**src/rtl/player_motion_ctrl_pkg.sv**
```systemverilog
// Shared definitions for the player motion block: screen/character geometry,
// motion state encodings, collision flag bit positions and key indices.
package player_motion_ctrl_pkg;

    localparam int SCR_W  = 640;
    localparam int SCR_H  = 480;
    localparam int CHAR_W = 23;
    localparam int CHAR_H = 45;

    typedef enum logic [1:0] {
        ST_GROUND = 2'b00,
        ST_RISE   = 2'b01,
        ST_FALL   = 2'b10
    } motion_state_e;

    localparam int COL_DOWN  = 0;
    localparam int COL_UP    = 1;
    localparam int COL_RIGHT = 2;
    localparam int COL_LEFT  = 3;

    localparam int NUM_KEYS  = 3;
    localparam int KEY_LEFT  = 0;
    localparam int KEY_RIGHT = 1;
    localparam int KEY_JUMP  = 2;

endpackage

```
**src/rtl/player_motion_ctrl_if.sv**
```systemverilog
// Tick/key/collision inputs and position/state outputs of the motion block.
interface player_motion_ctrl_if;

    logic       tick;
    logic       key_left;
    logic       key_right;
    logic       key_jump;
    logic [3:0] is_Collision;
    logic [9:0] x_pos;
    logic [8:0] y_pos;
    logic [1:0] state;
    logic       on_ground;

    modport master (
        output tick, key_left, key_right, key_jump, is_Collision,
        input  x_pos, y_pos, state, on_ground
    );

    modport slave (
        input  tick, key_left, key_right, key_jump, is_Collision,
        output x_pos, y_pos, state, on_ground
    );

endinterface

```
**src/rtl/player_motion_ctrl_key_edge.sv**
```systemverilog
// Two-flop synchroniser for one raw key level, with an optional rising-edge
// pulse (one clk wide) on the synchronised level.
module key_edge #(
    parameter bit EDGE_EN = 1'b1
) (
    input  logic clk,
    input  logic rst,
    input  logic key_i,
    output logic level_o,
    output logic rise_o
);

    logic sync1_q, sync2_q;

    always_ff @(posedge clk or posedge rst) begin
        if (rst) begin
            sync1_q <= 1'b0;
            sync2_q <= 1'b0;
        end else begin
            sync1_q <= key_i;
            sync2_q <= sync1_q;
        end
    end

    assign level_o = sync2_q;

    if (EDGE_EN) begin : g_edge
        logic prev_q;
        always_ff @(posedge clk or posedge rst) begin
            if (rst) prev_q <= 1'b0;
            else     prev_q <= sync2_q;
        end
        assign rise_o = sync2_q & ~prev_q;
    end else begin : g_no_edge
        assign rise_o = 1'b0;
    end

endmodule

```
**src/rtl/player_motion_ctrl.sv**
```systemverilog
// Per-tick walk/jump/fall stepping of the player character.
// Optional feature macro: PLAYER_DOUBLE_JUMP_EN (one extra airborne jump).
module player_motion_ctrl
    import player_motion_ctrl_pkg::*;
#(
    parameter logic [9:0] X_INIT      = 10'd100,
    parameter logic [8:0] Y_INIT      = 9'd300,
    parameter logic [5:0] JUMP_HEIGHT = 6'd40,
    parameter logic [9:0] X_MAX       = 10'(SCR_W - CHAR_W),
    parameter logic [8:0] Y_MAX       = 9'(SCR_H - CHAR_H)
) (
    input  logic               clk,
    input  logic               rst,
    player_motion_ctrl_if.slave bus
);

    logic [NUM_KEYS-1:0] key_raw, key_lvl, key_rise;

    assign key_raw[KEY_LEFT]  = bus.key_left;
    assign key_raw[KEY_RIGHT] = bus.key_right;
    assign key_raw[KEY_JUMP]  = bus.key_jump;

    for (genvar k = 0; k < NUM_KEYS; k++) begin : g_key
        key_edge #(.EDGE_EN(k == KEY_JUMP)) u_key_edge (
            .clk     (clk),
            .rst     (rst),
            .key_i   (key_raw[k]),
            .level_o (key_lvl[k]),
            .rise_o  (key_rise[k])
        );
    end

    // Only the jump key needs an edge; walking uses the held level.
    logic unused_rise;
    assign unused_rise = key_rise[KEY_LEFT] | key_rise[KEY_RIGHT];

    motion_state_e state_q, state_d;
    logic [9:0]    x_q, x_d;
    logic [8:0]    y_q, y_d;
    logic [5:0]    rise_cnt_q, rise_cnt_d;
    logic          jump_req_q, jump_req_d;
    logic          on_ground_q;
    logic [3:0]    col;
    logic          go_left, go_right, dj_take;

    assign col      = bus.is_Collision;
    assign go_left  =  key_lvl[KEY_LEFT] & ~key_lvl[KEY_RIGHT];
    assign go_right = ~key_lvl[KEY_LEFT] &  key_lvl[KEY_RIGHT];

`ifdef PLAYER_DOUBLE_JUMP_EN
    logic dj_used_q, dj_used_d;
    assign dj_take = (state_q != ST_GROUND) & jump_req_q & ~col[COL_UP] & ~dj_used_q;
`else
    assign dj_take = 1'b0;
`endif

    // Horizontal motion is independent of the vertical state.
    always_comb begin
        x_d = x_q;
        if (go_left && !col[COL_LEFT] && x_q != 10'd0)
            x_d = x_q - 10'd1;
        else if (go_right && !col[COL_RIGHT] && x_q < X_MAX)
            x_d = x_q + 10'd1;
    end

    always_comb begin
        state_d    = state_q;
        y_d        = y_q;
        rise_cnt_d = rise_cnt_q;
        jump_req_d = jump_req_q;
`ifdef PLAYER_DOUBLE_JUMP_EN
        dj_used_d  = dj_used_q;
`endif
        if (bus.tick) begin
`ifndef PLAYER_DOUBLE_JUMP_EN
            if (state_q != ST_GROUND) jump_req_d = 1'b0;
`endif
            if (dj_take) begin
                state_d    = ST_RISE;
                rise_cnt_d = 6'd0;
                jump_req_d = 1'b0;
`ifdef PLAYER_DOUBLE_JUMP_EN
                dj_used_d  = 1'b1;
`endif
            end else begin
                case (state_q)
                    ST_GROUND: begin
                        if (jump_req_q) begin
                            jump_req_d = 1'b0;
                            if (!col[COL_UP]) begin
                                state_d    = ST_RISE;
                                rise_cnt_d = 6'd0;
                            end
                        end else if (!col[COL_DOWN] && y_q < Y_MAX) begin
                            state_d = ST_FALL;
                        end
                    end
                    ST_RISE: begin
                        if (col[COL_UP] || y_q == 9'd0) begin
                            state_d = ST_FALL;
                        end else begin
                            y_d        = y_q - 9'd1;
                            rise_cnt_d = rise_cnt_q + 6'd1;
                            if (rise_cnt_q == JUMP_HEIGHT - 6'd1) state_d = ST_FALL;
                        end
                    end
                    ST_FALL: begin
                        if (col[COL_DOWN] || y_q == Y_MAX) begin
                            state_d = ST_GROUND;
`ifdef PLAYER_DOUBLE_JUMP_EN
                            dj_used_d = 1'b0;
`endif
                        end else begin
                            y_d = y_q + 9'd1;
                        end
                    end
                    default: state_d = ST_FALL;
                endcase
            end
        end
        // A fresh press wins over a same-cycle clear.
        if (key_rise[KEY_JUMP]) jump_req_d = 1'b1;
    end

    always_ff @(posedge clk or posedge rst) begin
        if (rst) begin
            state_q     <= ST_FALL;
            on_ground_q <= 1'b0;
            x_q         <= X_INIT;
            y_q         <= Y_INIT;
            rise_cnt_q  <= 6'd0;
            jump_req_q  <= 1'b0;
`ifdef PLAYER_DOUBLE_JUMP_EN
            dj_used_q   <= 1'b0;
`endif
        end else begin
            state_q     <= state_d;
            on_ground_q <= (state_d == ST_GROUND);
            x_q         <= bus.tick ? x_d : x_q;
            y_q         <= y_d;
            rise_cnt_q  <= rise_cnt_d;
            jump_req_q  <= jump_req_d;
`ifdef PLAYER_DOUBLE_JUMP_EN
            dj_used_q   <= dj_used_d;
`endif
        end
    end

    assign bus.x_pos     = x_q;
    assign bus.y_pos     = y_q;
    assign bus.state     = state_q;
    assign bus.on_ground = on_ground_q;

endmodule

```
**src/flat_wrapper.sv**
```systemverilog
// flat-port wrapper written by rule: the top's interface ports become plain ports
module player_motion_ctrl_flat import player_motion_ctrl_pkg::*;
#(
    parameter logic [9:0] X_INIT      = 10'd100,
    parameter logic [8:0] Y_INIT      = 9'd300,
    parameter logic [5:0] JUMP_HEIGHT = 6'd40,
    parameter logic [9:0] X_MAX       = 10'(SCR_W - CHAR_W),
    parameter logic [8:0] Y_MAX       = 9'(SCR_H - CHAR_H)
)
  (clk, rst, bus_tick, bus_key_left, bus_key_right, bus_key_jump, bus_is_Collision, bus_x_pos, bus_y_pos, bus_state, bus_on_ground);
  player_motion_ctrl_if bus_i ();
  input  logic clk;
  input  logic rst;
  input wire logic [$bits(bus_i.tick)-1:0] bus_tick;
  input wire logic [$bits(bus_i.key_left)-1:0] bus_key_left;
  input wire logic [$bits(bus_i.key_right)-1:0] bus_key_right;
  input wire logic [$bits(bus_i.key_jump)-1:0] bus_key_jump;
  input wire logic [$bits(bus_i.is_Collision)-1:0] bus_is_Collision;
  output wire logic [$bits(bus_i.x_pos)-1:0] bus_x_pos;
  output wire logic [$bits(bus_i.y_pos)-1:0] bus_y_pos;
  output wire logic [$bits(bus_i.state)-1:0] bus_state;
  output wire logic [$bits(bus_i.on_ground)-1:0] bus_on_ground;
  assign bus_i.tick = bus_tick;
  assign bus_i.key_left = bus_key_left;
  assign bus_i.key_right = bus_key_right;
  assign bus_i.key_jump = bus_key_jump;
  assign bus_i.is_Collision = bus_is_Collision;
  assign bus_x_pos = bus_i.x_pos;
  assign bus_y_pos = bus_i.y_pos;
  assign bus_state = bus_i.state;
  assign bus_on_ground = bus_i.on_ground;
  player_motion_ctrl #(.X_INIT(X_INIT), .Y_INIT(Y_INIT), .JUMP_HEIGHT(JUMP_HEIGHT), .X_MAX(X_MAX), .Y_MAX(Y_MAX)) u_core (.clk(clk), .rst(rst), .bus(bus_i));
endmodule
```
**config.mk**
```make
export PLATFORM = sky130hd
export DESIGN_NAME = player_motion_ctrl_flat
export DESIGN_NICKNAME = d
export VERILOG_FILES = /design/src/rtl/player_motion_ctrl_pkg.sv /design/src/rtl/player_motion_ctrl_if.sv /design/src/rtl/player_motion_ctrl_key_edge.sv /design/src/rtl/player_motion_ctrl.sv /design/src/flat_wrapper.sv
export SDC_FILE = /design/constraint.sdc
export NUM_CORES = 1
export LEC_CHECK = 0
export CORE_MARGIN = 3
export CORE_UTILIZATION = 48
export CTS_CLUSTER_DIAMETER = 100
export DETAILED_ROUTE_END_ITERATION = 16
export PLACE_DENSITY = 0.72
export SLEW_MARGIN = 10
export SYNTH_ARGS = -nofsm -noshare
export SYNTH_HDL_FRONTEND = slang
export SYNTH_SLANG_ARGS = --single-unit
```
**constraint.sdc**
```tcl
create_clock -name clk -period 4.1 [get_ports clk]
set_clock_uncertainty 0.15 [all_clocks]
set_input_delay 0.41 -clock clk [delete_from_list [all_inputs] [get_ports clk]]
set_output_delay 0.41 -clock clk [all_outputs]
set_load 0.02 [all_outputs]
```
==> flow_metrics.tcl <==
set metrics [dict create \
    ys.flop_type "dfrtp_1" \
    die-width_um 73.6 \
    async_flop_share_pct 100 \
    critPathTopFamily "compound AO/OA/AOI/OAI gates" \
    ios 32 \
    grt_max_degree 20 \
    drc 0 \
    fillers 339 \
    crit_chain "nor4_1 -> nand3_1 -> and2_1 -> fa_1 -> a21o_1 -> a21oi_1 -> a21oi_1 -> o31ai_1 -> xor2_1 -> a21oi_1" \
    slowest_delay_ns 0.46 \
    peakVddDrop_mv 0.583 \
    ctsHoldBuffers 0 \
    fmax_mhz 315 \
    cts_setup_buffers 0 \
    synth_area_leaders "dfrtp_1 32%, dfstp_2 9.6%, ha_1 9.1%, xnor2_1 5.2%, nor2_1 3.6%" \
    status "complete, no violations" \
    yosys.area.top_type "dfrtp_1" \
    die_h_um 73.6 \
    drv_cap 0 \
    synth_edf_count 0 \
    hold_path.class "flop to flop" \
    layout-drive-gt1-share_pct 10.9 \
    tightest_slew_ns 0.713 \
    cts_resized 0 \
    clock_path_buffers 2 \
    grt_pass1_wl_mm 7.24 \
    io_buffers 31 \
    vias_per_cell 5.39 \
    final-setup-viol-count 0 \
    cts.sinks 36 \
    power.density_nw_per_um2 767 \
    rsz0062_at_grt "no" \
    clk_pin_slew_worst_paths_ns 0.07 \
    dieArea_um2 5410 \
    initial_core_util_pct 52.1 \
    area_delta_synth_final_pct 20.7 \
    cts_buffers 5 \
    first_global_vias 1570 \
    fin_nets 275 \
    slowest_stage "fa_1" \
    synth_seq_area_share_pct 41.6 \
    overflow 0 \
    fin_crit_sh_pct 77.5 \
    ant_nets 0 \
    synth_nets 239 \
    antennaDiodeCount 0 \
    syn_area_um2 2190 \
    worstPathBufferInverterCount 0 \
    hold_violations 0 \
    finalSetupTns_ns 0 \
    synthTopCellsByCount "28 x dfrtp_1, 21 x nor2_1, 16 x ha_1, 14 x a21oi_1, 13 x xnor2_1" \
    cts_tree "built" \
    vias 1605 \
    total_power_mw 2.03 \
    cts_root_buffer "clkbuf_8" \
    gp_congestion 0.810 \
    synthMostInstantiatedCell "dfrtp_1" \
    drt_iter0_markers 75 \
    yosys.area.top_type_share_pct 32.0 \
    syn_area_per_cell_um2 10.4 \
    p_leak_nw 1.14 \
    crit_path_end_kind "flop" \
    cts-htree-levels 2 \
    cp_common_cell "a21oi_1" \
    antenna_found_initial 0 \
    crit_fanout 11 \
    synth_cells 211 \
    wire_per_inst_um 13.9 \
    period_needed_ns 3.18 \
    dr.pass1.iters 4 \
    routed_wl_mm 4.16 \
    rows 23 \
    relSlewSlack_pct 52.4 \
    yosysUniqueCellTypes 47 \
    path_class "flop to flop" \
    grt.total_usage_pct 17.3 \
    critical_path_required_ns 4.11 \
    maxSlewViolCount 0 \
    cp-start-kind "flop" \
    cp.arrival_ns 3.19 \
    yosysWarnings 0 \
    fin_util_pct 62.9 \
    core_area_um2 4200 \
    hpwl_mm 3.04 \
    ys_ff_latch 36 \
    clk_latency_ns 0.29 \
]
==> final cells by class <==
type	count	area, um^2	area share (%)
Inverter	6	22.5	0.852
Multi-Input combinational cell	166	1240	46.8
Clock inverter	2	10.0	0.379
Timing Repair Buffer	32	318	12.0
Clock buffer	6	82.6	3.12
Sequential cell	36	911	34.5
Tap cell	50	62.6	2.37
==> state kept, by name (all words and copies together) (netlist names) <==
| signal | cells |
|---|---|
| u_core.bus.x_pos | 10 |
| u_core.g_key.u_key_edge.level_o | 3 |
| u_core.g_key.u_key_edge.sync1_q | 3 |
| u_core.bus.y_pos | 9 |
| u_core.jump_req_q | 1 |
| u_core.bus.state | 2 |
| u_core.rise_cnt_q | 6 |
| u_core.g_key.u_key_edge.g_edge.prev_q | 1 |
| u_core.bus.on_ground | 1 |
==> cell usage in the layout, fill, tap and decap left out, types with 3 or more instances in the layout <==
master	count
inv_1	6
nor2_1	21
nand2b_1	5
o21ai_0	9
a21o_1	4
clkbuf_8	6
xnor2_1	13
a21oi_1	14
ha_1	16
dfrtp_1	28
clkdlybuf4s50_1	31
mux2_1	5
xor2_1	8
a31oi_1	4
nor2b_1	3
nand2_1	9
o21ai_1	4
o21bai_1	3
o21a_1	3
nor4_1	3
a211oi_1	3
nor3_1	6
nand4_1	4
dfstp_2	8
mux2_4	4
==> worst register-to-register path, delay by kind of cell (launching register included) <==
family	cells	cell delay [ns]
adders and majority gates	1	0.47
AOI/OAI and AO/OA	5	0.94
DFF	1	0.44
and+or+nand+nor	3	0.89
xor gates and xnor gates	1	0.18
==> worst paths after layout <==
kind                                                     from                                  to  slack (ns)  cells after the start
min                        u_core.g_key[0].u_key_edge.sync1_q  u_core.g_key[0].u_key_edge.level_o        0.20                      0
max                                       u_core.bus.x_pos[0]                 u_core.bus.x_pos[8]        0.92                     10
min reg2reg                u_core.g_key[0].u_key_edge.sync1_q  u_core.g_key[0].u_key_edge.level_o        0.20                      0
min in group asynchronous                                 rst                 u_core.bus.y_pos[7]        0.39                      2
max in group asynchronous                                 rst                 u_core.bus.y_pos[3]        2.66                      3
max reg2reg                               u_core.bus.x_pos[0]                 u_core.bus.x_pos[8]        0.92                     10
==> cell families (layout without fill, tap and decap cells) <==
family / count (synthesis) / after routing / share of synthesized area, %
buf+inv: 9 / 46 / 1.94
mux: 11 / 11 / 6.28
flops: 36 / 36 / 41.6
fa+ha+maj: 18 / 18 / 11.0
simple gates: 65 / 65 / 16.3
compound gates: 51 / 51 / 14.5
xor+xnor: 21 / 21 / 8.40
==> routing by layer <==
layer,GRT usage (%),up-vias,share of wire [%]
li1,-,839,-
met1,25.1,734,53
met2,24.5,24,42
met3,4.38,8,3.3
met4,7.04,0,1.9
met5,0,-,0
==> stage by stage <==
stage | worst slack (ns) | area, um^2 | cells | hold WS, ns
after floorplan | 1.21 | 2190 | 211 | 0.181
after global placement | 0.993 | 2550 | 290 | 0.185
after detailed placement | 0.933 | 2550 | 290 | 0.185
after CTS | 0.953 | 2640 | 298 | 0.200
after global routing | 0.711 | 2640 | 298 | 0.203
final | 0.922 | 2640 | 298 | 0.198
==> power by group <==
group	internal, mW	switching, mW	leakage (nW)	total (mW)
clock network	0.134	0.122	0.0510	0.256
registers	0.502	0.169	0.426	0.671
logic	0.564	0.537	0.661	1.10
(Power assumes the default switching activity.)
